## src/rtl/regfile_wb_ctrl.sv

```systemverilog
// Write-back controller: two-source round-robin arbiter, FIFO, registered RF write port.
// Optional forwarding lookup of queued/in-flight writes enabled by WB_BYPASS_EN.
module regfile_wb_ctrl #(
  parameter int DEPTH = 4,
  parameter int PW    = $clog2(DEPTH) + 1
) (
  input  logic          Clk,
  input  logic          Clrn,
  input  logic          alu_valid,
  output logic          alu_ready,
  input  logic [4:0]    alu_rd,
  input  logic [31:0]   alu_data,
  input  logic          mem_valid,
  output logic          mem_ready,
  input  logic [4:0]    mem_rd,
  input  logic [31:0]   mem_data,
  input  logic          wb_stall,
  output logic [4:0]    Wr,
  output logic [31:0]   D,
  output logic          We,
  output logic [PW-1:0] pend_cnt,
  input  logic [4:0]    Ra,
  input  logic [4:0]    Rb,
  output logic          Fa,
  output logic          Fb,
  output logic [31:0]   FQa,
  output logic [31:0]   FQb
);

  localparam int AW = $clog2(DEPTH);
  localparam logic [PW-1:0] FULL = PW'(DEPTH);

  logic [4:0]    rd_q  [DEPTH];
  logic [31:0]   dat_q [DEPTH];
  logic [AW-1:0] wp_q, rp_q;
  logic [PW-1:0] cnt_q, cnt_d;
  logic          last_mem_q;
  logic [4:0]    wr_q;
  logic [31:0]   d_q;
  logic          we_q;

  logic          gnt_alu, gnt_mem;
  logic          full, acc, push, pop;
  logic [4:0]    in_rd;
  logic [31:0]   in_data;

  // Tie goes to whichever source did not win the last accepted handshake
  assign gnt_alu = alu_valid & (~mem_valid | last_mem_q);
  assign gnt_mem = mem_valid & (~alu_valid | ~last_mem_q);

  assign full      = (cnt_q == FULL);
  assign alu_ready = gnt_alu & ~full;
  assign mem_ready = gnt_mem & ~full;

  assign acc     = alu_ready | mem_ready;
  assign in_rd   = gnt_alu ? alu_rd : mem_rd;
  assign in_data = gnt_alu ? alu_data : mem_data;
  assign push    = acc & (in_rd != 5'd0);
  assign pop     = (cnt_q != '0) & ~wb_stall;
  assign cnt_d   = cnt_q + PW'(push) - PW'(pop);

  always_ff @(posedge Clk or negedge Clrn) begin
    if (!Clrn) begin
      wp_q       <= '0;
      rp_q       <= '0;
      cnt_q      <= '0;
      last_mem_q <= 1'b1;
    end else begin
      cnt_q <= cnt_d;
      if (push) wp_q <= wp_q + 1'b1;
      if (pop)  rp_q <= rp_q + 1'b1;
      if (acc)  last_mem_q <= mem_ready;
    end
  end

  always_ff @(posedge Clk) begin
    if (push) begin
      rd_q[wp_q]  <= in_rd;
      dat_q[wp_q] <= in_data;
    end
  end

  always_ff @(posedge Clk or negedge Clrn) begin
    if (!Clrn) begin
      we_q <= 1'b0;
      wr_q <= '0;
      d_q  <= '0;
    end else begin
      we_q <= pop;
      if (pop) begin
        wr_q <= rd_q[rp_q];
        d_q  <= dat_q[rp_q];
      end
    end
  end

  assign We       = we_q;
  assign Wr       = wr_q;
  assign D        = d_q;
  assign pend_cnt = cnt_q;

`ifdef WB_BYPASS_EN
  logic          fa, fb;
  logic [31:0]   fqa, fqb;
  logic [AW-1:0] idx;

  // Scan oldest to youngest so the youngest match overwrites older ones
  always_comb begin
    fa  = 1'b0;
    fb  = 1'b0;
    fqa = '0;
    fqb = '0;
    idx = '0;
    if (we_q && Ra != 5'd0 && wr_q == Ra) begin
      fa  = 1'b1;
      fqa = d_q;
    end
    if (we_q && Rb != 5'd0 && wr_q == Rb) begin
      fb  = 1'b1;
      fqb = d_q;
    end
    for (int i = 0; i < DEPTH; i++) begin
      idx = rp_q + AW'(i);
      if (PW'(i) < cnt_q) begin
        if (Ra != 5'd0 && rd_q[idx] == Ra) begin
          fa  = 1'b1;
          fqa = dat_q[idx];
        end
        if (Rb != 5'd0 && rd_q[idx] == Rb) begin
          fb  = 1'b1;
          fqb = dat_q[idx];
        end
      end
    end
  end

  assign Fa  = fa;
  assign Fb  = fb;
  assign FQa = fqa;
  assign FQb = fqb;
`else
  logic unused_rd_addr;
  assign unused_rd_addr = ^{Ra, Rb};
  assign Fa  = 1'b0;
  assign Fb  = 1'b0;
  assign FQa = '0;
  assign FQb = '0;
`endif

endmodule

```

## config.mk

```make
export PLATFORM = sky130hd
export DESIGN_NAME = regfile_wb_ctrl
export DESIGN_NICKNAME = d
export VERILOG_FILES = /design/src/rtl/regfile_wb_ctrl.sv
export SDC_FILE = /design/constraint.sdc
export NUM_CORES = 1
export LEC_CHECK = 0
export CAP_MARGIN = 20
export CORE_ASPECT_RATIO = 0.6
export CORE_MARGIN = 8
export CORE_UTILIZATION = 35
export CTS_CLUSTER_DIAMETER = 120
export DETAILED_ROUTE_END_ITERATION = 6
export GPL_TIMING_DRIVEN = 0
export PLACE_DENSITY_LB_ADDON = 0.25
export SLEW_MARGIN = 0
export SYNTH_ARGS = -nofsm -noshare
export SYNTH_HDL_FRONTEND = slang
export SYNTH_SLANG_ARGS = --single-unit
```

## constraint.sdc

```tcl
create_clock -name Clk -period 2.6 [get_ports Clk]
set_input_delay 0.39 -clock Clk [delete_from_list [all_inputs] [get_ports Clk]]
set_output_delay 0.39 -clock Clk [all_outputs]
set_load 0.005 [all_outputs]
```

==> impl_metrics.py, run 1 <==
metrics = {
    "timing": {
        "slew_headroom": 0.476,
        "setup_violations": 0,
        "period_needed_ps": 2490,
        "tightest_slew_ps": 787,
        "max_freq_ghz": 0.401,
        "finalClockSkew_ps": 10.5,
        "period_share": 0.959,
        "maxSlewViolCount": 0,
        "rsz0062_at_grt": "no",
        "whs_ps": 7.72,
        "hold_violations": 0,
    },
    "setup_path": {
        "rrSetupSlack_ps": 190,
        "reg2regPathDepth": 11,
        "regToRegStartpoint": "last_mem_q",
        "worstPathArrival_ps": 2810,
        "cp_max_fo": 2,
        "rr_endpoint": "pend_cnt[2]",
        "critPathLaunchType": "primary input",
        "critical_path_class": "in -> reg",
        "crit_required_ps": 2910,
        "cp-end-kind": "flip-flop",
    },
    "clock_tree": {
        "cts_sinks": 194,
        "clk_path_buf_depth": 2,
        "worst_skew_pair.late_latency_ps": 430,
        "cts.htree.levels": 4,
        "cts_buffers": 17,
        "cts_tree": "done",
        "clkSlewWorstSetupHoldPaths_ps": 80,
        "root_buffer": "clkbuf_16",
    },
    "placed_design": {
        "place_hpwl_um": 12500,
        "place.gp.congestion": 0.701,
        "placed_area_mm2": 0.0101,
        "portBuffers": 121,
    },
    "synth": {
        "synth_area_mm2": 0.00816,
        "synth_area_per_cell_um2": 19.1,
        "synth-seq-cells": 194,
        "muxShareOfSynthArea": 0.206,
        "synth_edf_count": 148,
        "seq_area_frac_synth": 0.686,
        "synth_top_family_by_area": "multiplexers",
        "synth_cell_types": 31,
        "ys.flop_type": "edfxtp_1",
        "ys_warn_count": 0,
        "synthAdderAreaFrac": 0.0117,
        "synth-xor-area-share": 0.00537,
        "synth-compound-area-share": 0.00460,
        "netlist_instances": 428,
        "synthArstFlopShare": 0.237,
        "synth-simple-area-share": 0.0115,
    },
    "die": {
        "initial_utilization": 0.355,
        "ios": 198,
        "die-area_mm2": 0.0286,
        "core_mm2": 0.0230,
        "fp.dieW_um": 213,
        "rows": 43,
        "die_height_um": 134,
    },
    "cells_and_area": {
        "multiInputGateArea_mm2": 0.00224,
        "fillers": 1989,
        "final_common_cell": "edfxtp_1",
        "area_delta_synth_final_pct": 31.6,
        "layout.nets": 735,
        "antennaDiodeCount": 0,
        "fin_area_mm2": 0.0107,
        "layout_common_cells": "148 x edfxtp_1, 119 x clkdlybuf4s50_1, 74 x mux2_2",
        "drive_above_1_share": 0.371,
        "seq_area_mm2": 0.00560,
    },
    "run_status": {
        "status": "completed",
    },
    "detailed_routing": {
        "avgRoutedWirePerCell_um": 18.7,
        "routed_wl_um": 18100,
        "drt-initial-drc-count": 218,
        "vias_per_cell": 4.37,
        "ant_nets": 0,
        "drtPass1Iterations": 4,
        "drc_errors": 0,
        "num_vias": 4224,
    },
    "global_route": {
        "antenna_found_initial": 0,
        "grt_pass1_wl_um": 27000,
        "overflow": 0,
        "first_global_vias": 4525,
        "grt_max_degree": 29,
        "grt_use_total": 0.128,
    },
    "job": {
        "maxCapViolations": 0,
    },
    "power_and_ir_drop": {
        "p_sw_frac": 0.286,
        "pwr-share-clk": 0.226,
        "switching_power_uw": 3240,
        "power_density_mw_per_mm2": 1050,
        "total_power_uw": 11300,
        "peakVddDrop_v": 0.000453,
        "p_comb_frac": 0.336,
        "power_frac_seq": 0.438,
        "leakagePower_uw": 0.00404,
        "internal_power_uw": 8080,
    },
    "hold_path": {
        "hold_class": "in -> async",
    },
}
sequential cells by signal, summed over array words and instances (netlist names):
| name | count |
|---|---|
| last_mem_q | 1 |
| Wr | 5 |
| rd_q | 20 |
| pend_cnt | 3 |
| rp_q | 2 |
| We | 1 |
| wp_q | 2 |
| D | 32 |
| dat_q | 128 |
power groups by stage:
stage | clock [uW] | combinational, uW | sequential, uW
after global placement | 0 | 3640 | 5020
after detailed placement | 0 | 3860 | 5030
final | 2560 | 3800 | 4960
after global routing | 2770 | 4150 | 5060
after CTS | 2640 | 3890 | 4970
after floorplan | 0 | 2190 | 4950
worst max path at each step:
stage	start	end	slack, ps	cells past startpoint
after floorplan	last_mem_q	dat_q[2][0]	150	4
after global placement	alu_rd[4]	dat_q[3][13]	-1200	5
after detailed placement	mem_rd[2]	pend_cnt[2]	-560	12
after CTS	pend_cnt[1]	pend_cnt[2]	10	10
after global routing	mem_rd[3]	pend_cnt[2]	30	12
final	mem_rd[3]	pend_cnt[2]	110	12
routing by layer:
layer | track usage | part of all wire | routed length (um) | vias up
li1 | - | - | - | 1941
met1 | 0.164 | 0.43 | 7830 | 2149
met2 | 0.209 | 0.49 | 8860 | 121
met3 | 0.0389 | 0.069 | 1240 | 13
met4 | 0.0363 | 0.0081 | 146 | 0
met5 | 0 | 0 | 0 | -
final cells by class:
class,count,share of cell area
Buffer,82,0.0545
Clock buffer,17,0.0396
Sequential cell,194,0.521
Multi-Input combinational cell,211,0.209
Timing Repair Buffer,127,0.123
Clock inverter,15,0.0142
Inverter,6,0.00210
Tap cell,315,0.0367
cell families after synthesis:
family	Yosys count
other	1
XOR/XNOR	5
multiplexers	112
buffers and inverters	88
flip-flops	194
adder cells (fa/ha/maj)	7
AO/OA/AOI/OAI	5
AND/OR/NAND/NOR	16
worst max-delay path: stages:
cell	delay, ps
clkdlybuf4s50_1	460
or4_4	540
nor2_4	160
a211oi_4	80
inv_1	60
ha_1	230
inv_1	60
ha_1	140
inv_1	50
fa_2	350
xnor2_2	150
xnor2_1	130
synthesized netlist by cell type (2+ instances only):
| library cell | n | share of area |
|---|---|---|
| a21oi_1 | 2 | 0.0012 |
| and2_1 | 4 | 0.0031 |
| buf_1 | 2 | 0.00092 |
| buf_2 | 10 | 0.0061 |
| buf_4 | 66 | 0.061 |
| buf_6 | 2 | 0.0028 |
| clkbuf_1 | 2 | 0.00092 |
| dfrtp_1 | 45 | 0.14 |
| edfxtp_1 | 148 | 0.54 |
| ha_1 | 6 | 0.0092 |
| inv_1 | 6 | 0.0028 |
| mux2_2 | 74 | 0.10 |
| mux4_2 | 37 | 0.10 |
| nand2_1 | 3 | 0.0014 |
| nor2_1 | 2 | 0.00092 |
| xnor2_1 | 4 | 0.0043 |
metrics by stage:
| stage | cells | setup TNS, ps | setup slack, ps | util |
|---|---|---|---|---|
| floorplan | 493 | 0 | 147 | - |
| global route | 967 | 0 | 29.3 | 0.467 |
| finish | 967 | 0 | 107 | 0.467 |
| CTS | 967 | 0 | 14.7 | 0.466 |
| detailed placement | 934 | -26730 | -556 | 0.440 |
| global placement | 929 | -207710 | -1200 | 0.436 |
what timing repair did:
item	4_1_cts	5_1_grt
hold buffers	0	0
pin swaps	1	2
buffers inserted	1	0
endpoints found under the setup margin	1	1
resized for setup	4	7
(Power assumes the default switching activity.)
==> run 2: changes to the inputs <==
==> constraint.sdc (replaced) <==
create_clock -name Clk -period 3 [get_ports Clk]
set_input_delay 0.45 -clock Clk [delete_from_list [all_inputs] [get_ports Clk]]
set_output_delay 0.45 -clock Clk [all_outputs]
set_load 0.005 [all_outputs]
==> impl_metrics.py, run 2 (synthesis results as in run 1) <==
metrics = {
    "power_and_ir_drop": {
        "leakagePower_uw": 0.00402,
        "total_power_uw": 9770,
        "peakVddDrop_v": 0.000391,
        "power_density_mw_per_mm2": 914,
    },
    "setup_path": {
        "path_cells": "clkdlybuf4s50_1 -> nand2b_1 -> and4b_1 -> a211oi_2 -> inv_1 -> ha_1 -> inv_1 -> ha_1 -> inv_1 -> fa_1 -> xnor2_1 -> xnor2_1",
        "rr_endpoint": "pend_cnt[2]",
        "worstPathArrival_ps": 3120,
        "critPathLaunchType": "primary input",
        "rrSetupSlack_ps": 290,
        "critical_path.endpoint": "pend_cnt[2]",
        "crit_required_ps": 3350,
        "cp-end-kind": "flip-flop",
        "regToRegStartpoint": "last_mem_q",
        "cp_max_fo": 7,
        "worstSetupStartpoint": "mem_valid",
        "reg2regPathDepth": 11,
        "crit_top_cell": "inv_1",
        "cp_top_family": "adder cells",
        "critical_path_class": "in -> reg",
        "path_depth": 12,
        "crit_slowest_cell": "clkdlybuf4s50_1",
        "slowest_delay_ps": 550,
        "cp.buffers_inverters": 4,
    },
    "clock_tree": {
        "clkSlewWorstSetupHoldPaths_ps": 70,
        "ctsResizeCount": 0,
        "cts_tree": "done",
        "cts_sinks": 194,
        "clk_path_buf_depth": 2,
        "cts.htree.levels": 4,
        "root_buffer": "clkbuf_16",
        "post-cts-setup-buffers": 0,
        "cts_buffers": 17,
        "worst_skew_pair.late_latency_ps": 430,
        "ctsHoldBuffers": 0,
    },
    "global_route": {
        "first_global_vias": 4506,
        "antenna_found_initial": 0,
        "grt_max_degree": 29,
        "grt_use_total": 0.128,
        "overflow": 0,
        "grt_pass1_wl_um": 27000,
    },
    "detailed_routing": {
        "avgRoutedWirePerCell_um": 18.6,
        "drt-initial-drc-count": 188,
        "routed_wl_um": 18000,
        "drtPass1Iterations": 4,
        "drc_errors": 0,
        "ant_nets": 0,
        "num_vias": 4220,
        "vias_per_cell": 4.37,
    },
    "cells_and_area": {
        "largest_register_ffs": 128,
        "antennaDiodeCount": 0,
        "drive_above_1_share": 0.361,
        "final_common_cell": "edfxtp_1",
        "seq_area_mm2": 0.00560,
        "layout_common_cells": "148 x edfxtp_1, 120 x clkdlybuf4s50_1, 74 x mux2_2",
        "area_delta_synth_final_pct": 31.0,
        "top_register": "dat_q",
        "fillers": 1993,
        "multiInputGateArea_mm2": 0.00220,
        "layout.nets": 734,
    },
    "timing": {
        "tightest_slew_ps": 772,
        "period_needed_ps": 2770,
        "slew_headroom": 0.485,
        "rsz0062_at_grt": "no",
        "whs_ps": 70.1,
        "max_freq_ghz": 0.361,
        "hold_violations": 0,
        "finalClockSkew_ps": 8.71,
        "setup_violations": 0,
        "maxSlewViolCount": 0,
        "period_share": 0.923,
    },
    "die": {
        "initial_utilization": 0.355,
        "rows": 43,
        "core_mm2": 0.0230,
        "ios": 198,
        "fp.dieW_um": 213,
        "die-area_mm2": 0.0286,
        "die_height_um": 134,
    },
    "placed_design": {
        "portBuffers": 121,
        "place.gp.congestion": 0.701,
        "place_hpwl_um": 12500,
    },
    "hold_path": {
        "hold_class": "in -> async",
    },
    "run_status": {
        "status": "completed",
    },
    "job": {
        "maxCapViolations": 0,
    },
}
[run 2: worst min path at each step]
stage                     start     to  depth (start not counted)  slack [ps]
after global routing       Clrn  D[10]                          1         100
final                      Clrn   D[2]                          1          70
after floorplan            Clrn   D[0]                          0         150
after detailed placement   D[4]   D[4]                          1         500
after CTS                  Clrn   D[9]                          1          80
after global placement     D[5]   D[5]                          1         490
[run 2: area by class of cell]
class / count / share of cell area
tap: 315 / 0.0369
timing repair buffer: 126 / 0.122
buffer: 82 / 0.0546
multi-input combinational: 211 / 0.206
clock inverter: 15 / 0.0143
inverter: 6 / 0.00211
clock buffer: 17 / 0.0398
sequential: 194 / 0.524
[run 2: stage by stage]
step	instance area [um^2]	utilization	worst slack, ps	instances	TNS (ps)
6_report	10700	0.465	230	966	0
5_1_grt	10700	0.465	54.7	966	0
4_1_cts	10700	0.465	210	966	0
3_5_place_dp	10100	0.440	-216	934	-282
3_3_place_gp	10000	0.436	-859	929	-141270
2_1_floorplan	8400	-	547	493	0
[run 2: per-layer routing]
layer	routed length, um	share of wire	GRT usage	vias to the layer above
li1	-	-	-	1937
met1	7900	0.44	0.164	2158
met2	8810	0.49	0.207	113
met3	1170	0.065	0.0389	12
met4	131	0.0073	0.0363	0
met5	0	0	0	-
[run 2: report_power, final]
group	internal (uW)	switching (uW)
sequential	3960	326
combinational	1840	1420
clock	1170	1050
total	6970	2790
==> run 3: changes to the inputs <==
--- a/config.mk
+++ b/config.mk
@@ -7,12 +7,13 @@
 export LEC_CHECK = 0
 export CAP_MARGIN = 20
 export CORE_ASPECT_RATIO = 0.6
-export CORE_MARGIN = 8
+export CORE_MARGIN = 5
 export CORE_UTILIZATION = 35
 export CTS_CLUSTER_DIAMETER = 120
 export DETAILED_ROUTE_END_ITERATION = 6
 export GPL_TIMING_DRIVEN = 0
-export PLACE_DENSITY_LB_ADDON = 0.25
+export PLACE_DENSITY = 0.63
+export SKIP_LAST_GASP = 1
 export SLEW_MARGIN = 0
 export SYNTH_ARGS = -nofsm -noshare
 export SYNTH_HDL_FRONTEND = slang
==> impl_metrics.py, run 3 (synthesis results as in run 1) <==
metrics = {
    "detailed_routing": {
        "num_vias": 4243,
        "drt-initial-drc-count": 179,
        "routed_wl_um": 17200,
        "drtPass1Iterations": 4,
        "ant_nets": 0,
        "vias_per_cell": 4.39,
        "avgRoutedWirePerCell_um": 17.8,
        "drc_errors": 0,
    },
    "die": {
        "rows": 43,
        "core_mm2": 0.0230,
        "ios": 198,
        "die_height_um": 128,
        "initial_utilization": 0.354,
        "fp.dieW_um": 207,
        "die-area_mm2": 0.0266,
    },
    "timing": {
        "setup_violations": 0,
        "period_share": 0.925,
        "fin_tns_setup_ps": 0,
        "setup_ws_ps": 226,
        "maxSlewViolCount": 0,
        "finalClockSkew_ps": 15.0,
        "slew_headroom": 0.452,
        "period_needed_ps": 2770,
        "hold_violations": 0,
        "rsz0062_at_grt": "no",
        "max_freq_ghz": 0.360,
        "tightest_slew_ps": 823,
    },
    "setup_path": {
        "critical_path_class": "in -> reg",
        "crit_slowest_cell": "clkdlybuf4s50_1",
        "worstSetupStartpoint": "mem_valid",
        "crit_required_ps": 3360,
        "cp.buffers_inverters": 4,
        "cp-end-kind": "flip-flop",
        "cp_top_family": "adder cells",
        "regToRegStartpoint": "last_mem_q",
        "crit_top_cell": "inv_1",
        "worstPathArrival_ps": 3130,
        "path_cells": "clkdlybuf4s50_1 -> nand2b_1 -> and4b_1 -> a211oi_2 -> inv_1 -> ha_1 -> inv_1 -> ha_1 -> inv_1 -> fa_1 -> xnor2_1 -> xnor2_1",
        "cp_max_fo": 7,
        "slowest_delay_ps": 560,
        "critPathLaunchType": "primary input",
    },
    "clock_tree": {
        "cts_buffers": 17,
        "post-cts-setup-buffers": 0,
        "root_buffer": "clkbuf_16",
        "clkSlewWorstSetupHoldPaths_ps": 80,
        "ctsHoldBuffers": 0,
        "cts.htree.levels": 4,
        "worst_skew_pair.late_latency_ps": 430,
        "ctsResizeCount": 0,
        "cts_sinks": 194,
        "cts_tree": "done",
        "clk_path_buf_depth": 2,
    },
    "global_route": {
        "first_global_vias": 4566,
        "overflow": 0,
        "grt_pass1_wl_um": 26400,
        "antenna_found_initial": 0,
        "grt_use_total": 0.132,
        "grt_max_degree": 27,
    },
    "power_and_ir_drop": {
        "switching_power_uw": 2860,
        "peakVddDrop_v": 0.000387,
        "power_frac_seq": 0.434,
        "p_sw_frac": 0.289,
        "internal_power_uw": 7030,
        "p_comb_frac": 0.332,
        "leakagePower_uw": 0.00405,
        "pwr-share-clk": 0.234,
        "power_density_mw_per_mm2": 920,
    },
    "cells_and_area": {
        "antennaDiodeCount": 0,
        "drive_above_1_share": 0.363,
        "area_delta_synth_final_pct": 31.7,
        "largest_register_ffs": 128,
        "top_register": "dat_q",
        "final_common_cell": "edfxtp_1",
        "post_layout_nonfiller_instances": 966,
        "final_util": 0.467,
        "layout_common_cells": "148 x edfxtp_1, 120 x clkdlybuf4s50_1, 74 x mux2_2",
        "layout.nets": 734,
    },
    "placed_design": {
        "place.gp.congestion": 0.693,
        "pre_cts_ws_ps": -222,
        "dp_cells": 934,
        "portBuffers": 121,
        "place_hpwl_um": 12300,
    },
    "job": {
        "maxCapViolations": 0,
    },
    "run_status": {
        "status": "completed",
    },
    "hold_path": {
        "hold_class": "in -> async",
    },
}
==> run 3: changes by cell type in the layout (fill, tap and decap cells not counted), sizes merged <==
| cell | before | now |
|---|---|---|
| inv | 11 | 12 |
| clkinvlp | 2 | 1 |
==> run 3: path summary, 6_finish.rpt <==
path | endpoint | slack, ps | cells after the start
min in group Clk | D[7] | 510 | 1
max reg2reg | pend_cnt[2] | 270 | 11
max in group asynchronous | last_mem_q | 2340 | 2
max | pend_cnt[2] | 230 | 12
min | D[3] | 7 | 1
min reg2reg | D[7] | 510 | 1
==> run 3: area by class of cell <==
class | count | area, um^2
Clock inverter | 15 | 193
Multi-Input combinational cell | 211 | 2200
Timing Repair Buffer | 126 | 1330
Sequential cell | 194 | 5600
Buffer | 82 | 583
Tap cell | 315 | 394
Clock buffer | 17 | 425
Fill cell | 2008 | 12300
Inverter | 6 | 22.5
==> run 3: metal layers <==
metal | part of all wire | GRT usage
met2 | 0.47 | 0.207
met3 | 0.049 | 0.0399
met1 | 0.48 | 0.182
met5 | 0 | 0
met4 | 0.0079 | 0.0338
==> run 3: through the flow <==
stage / total power (uW) / hold slack, ps / area [um^2]
2_1_floorplan: 6190 / 154 / 8400
3_3_place_gp: 7490 / 494 / 10000
3_5_place_dp: 7710 / 495 / 10100
4_1_cts: 10100 / 22.9 / 10700
5_1_grt: 10500 / 47.6 / 10700
6_report: 9890 / 6.90 / 10700
==> run 3: power groups by stage <==
stage | Clock, uW | Sequential [uW] | Combinational [uW]
floorplan | 0 | 4290 | 1900
global placement | 0 | 4350 | 3140
detailed placement | 0 | 4360 | 3360
CTS | 2370 | 4310 | 3380
global route | 2500 | 4390 | 3580
finish | 2310 | 4290 | 3280
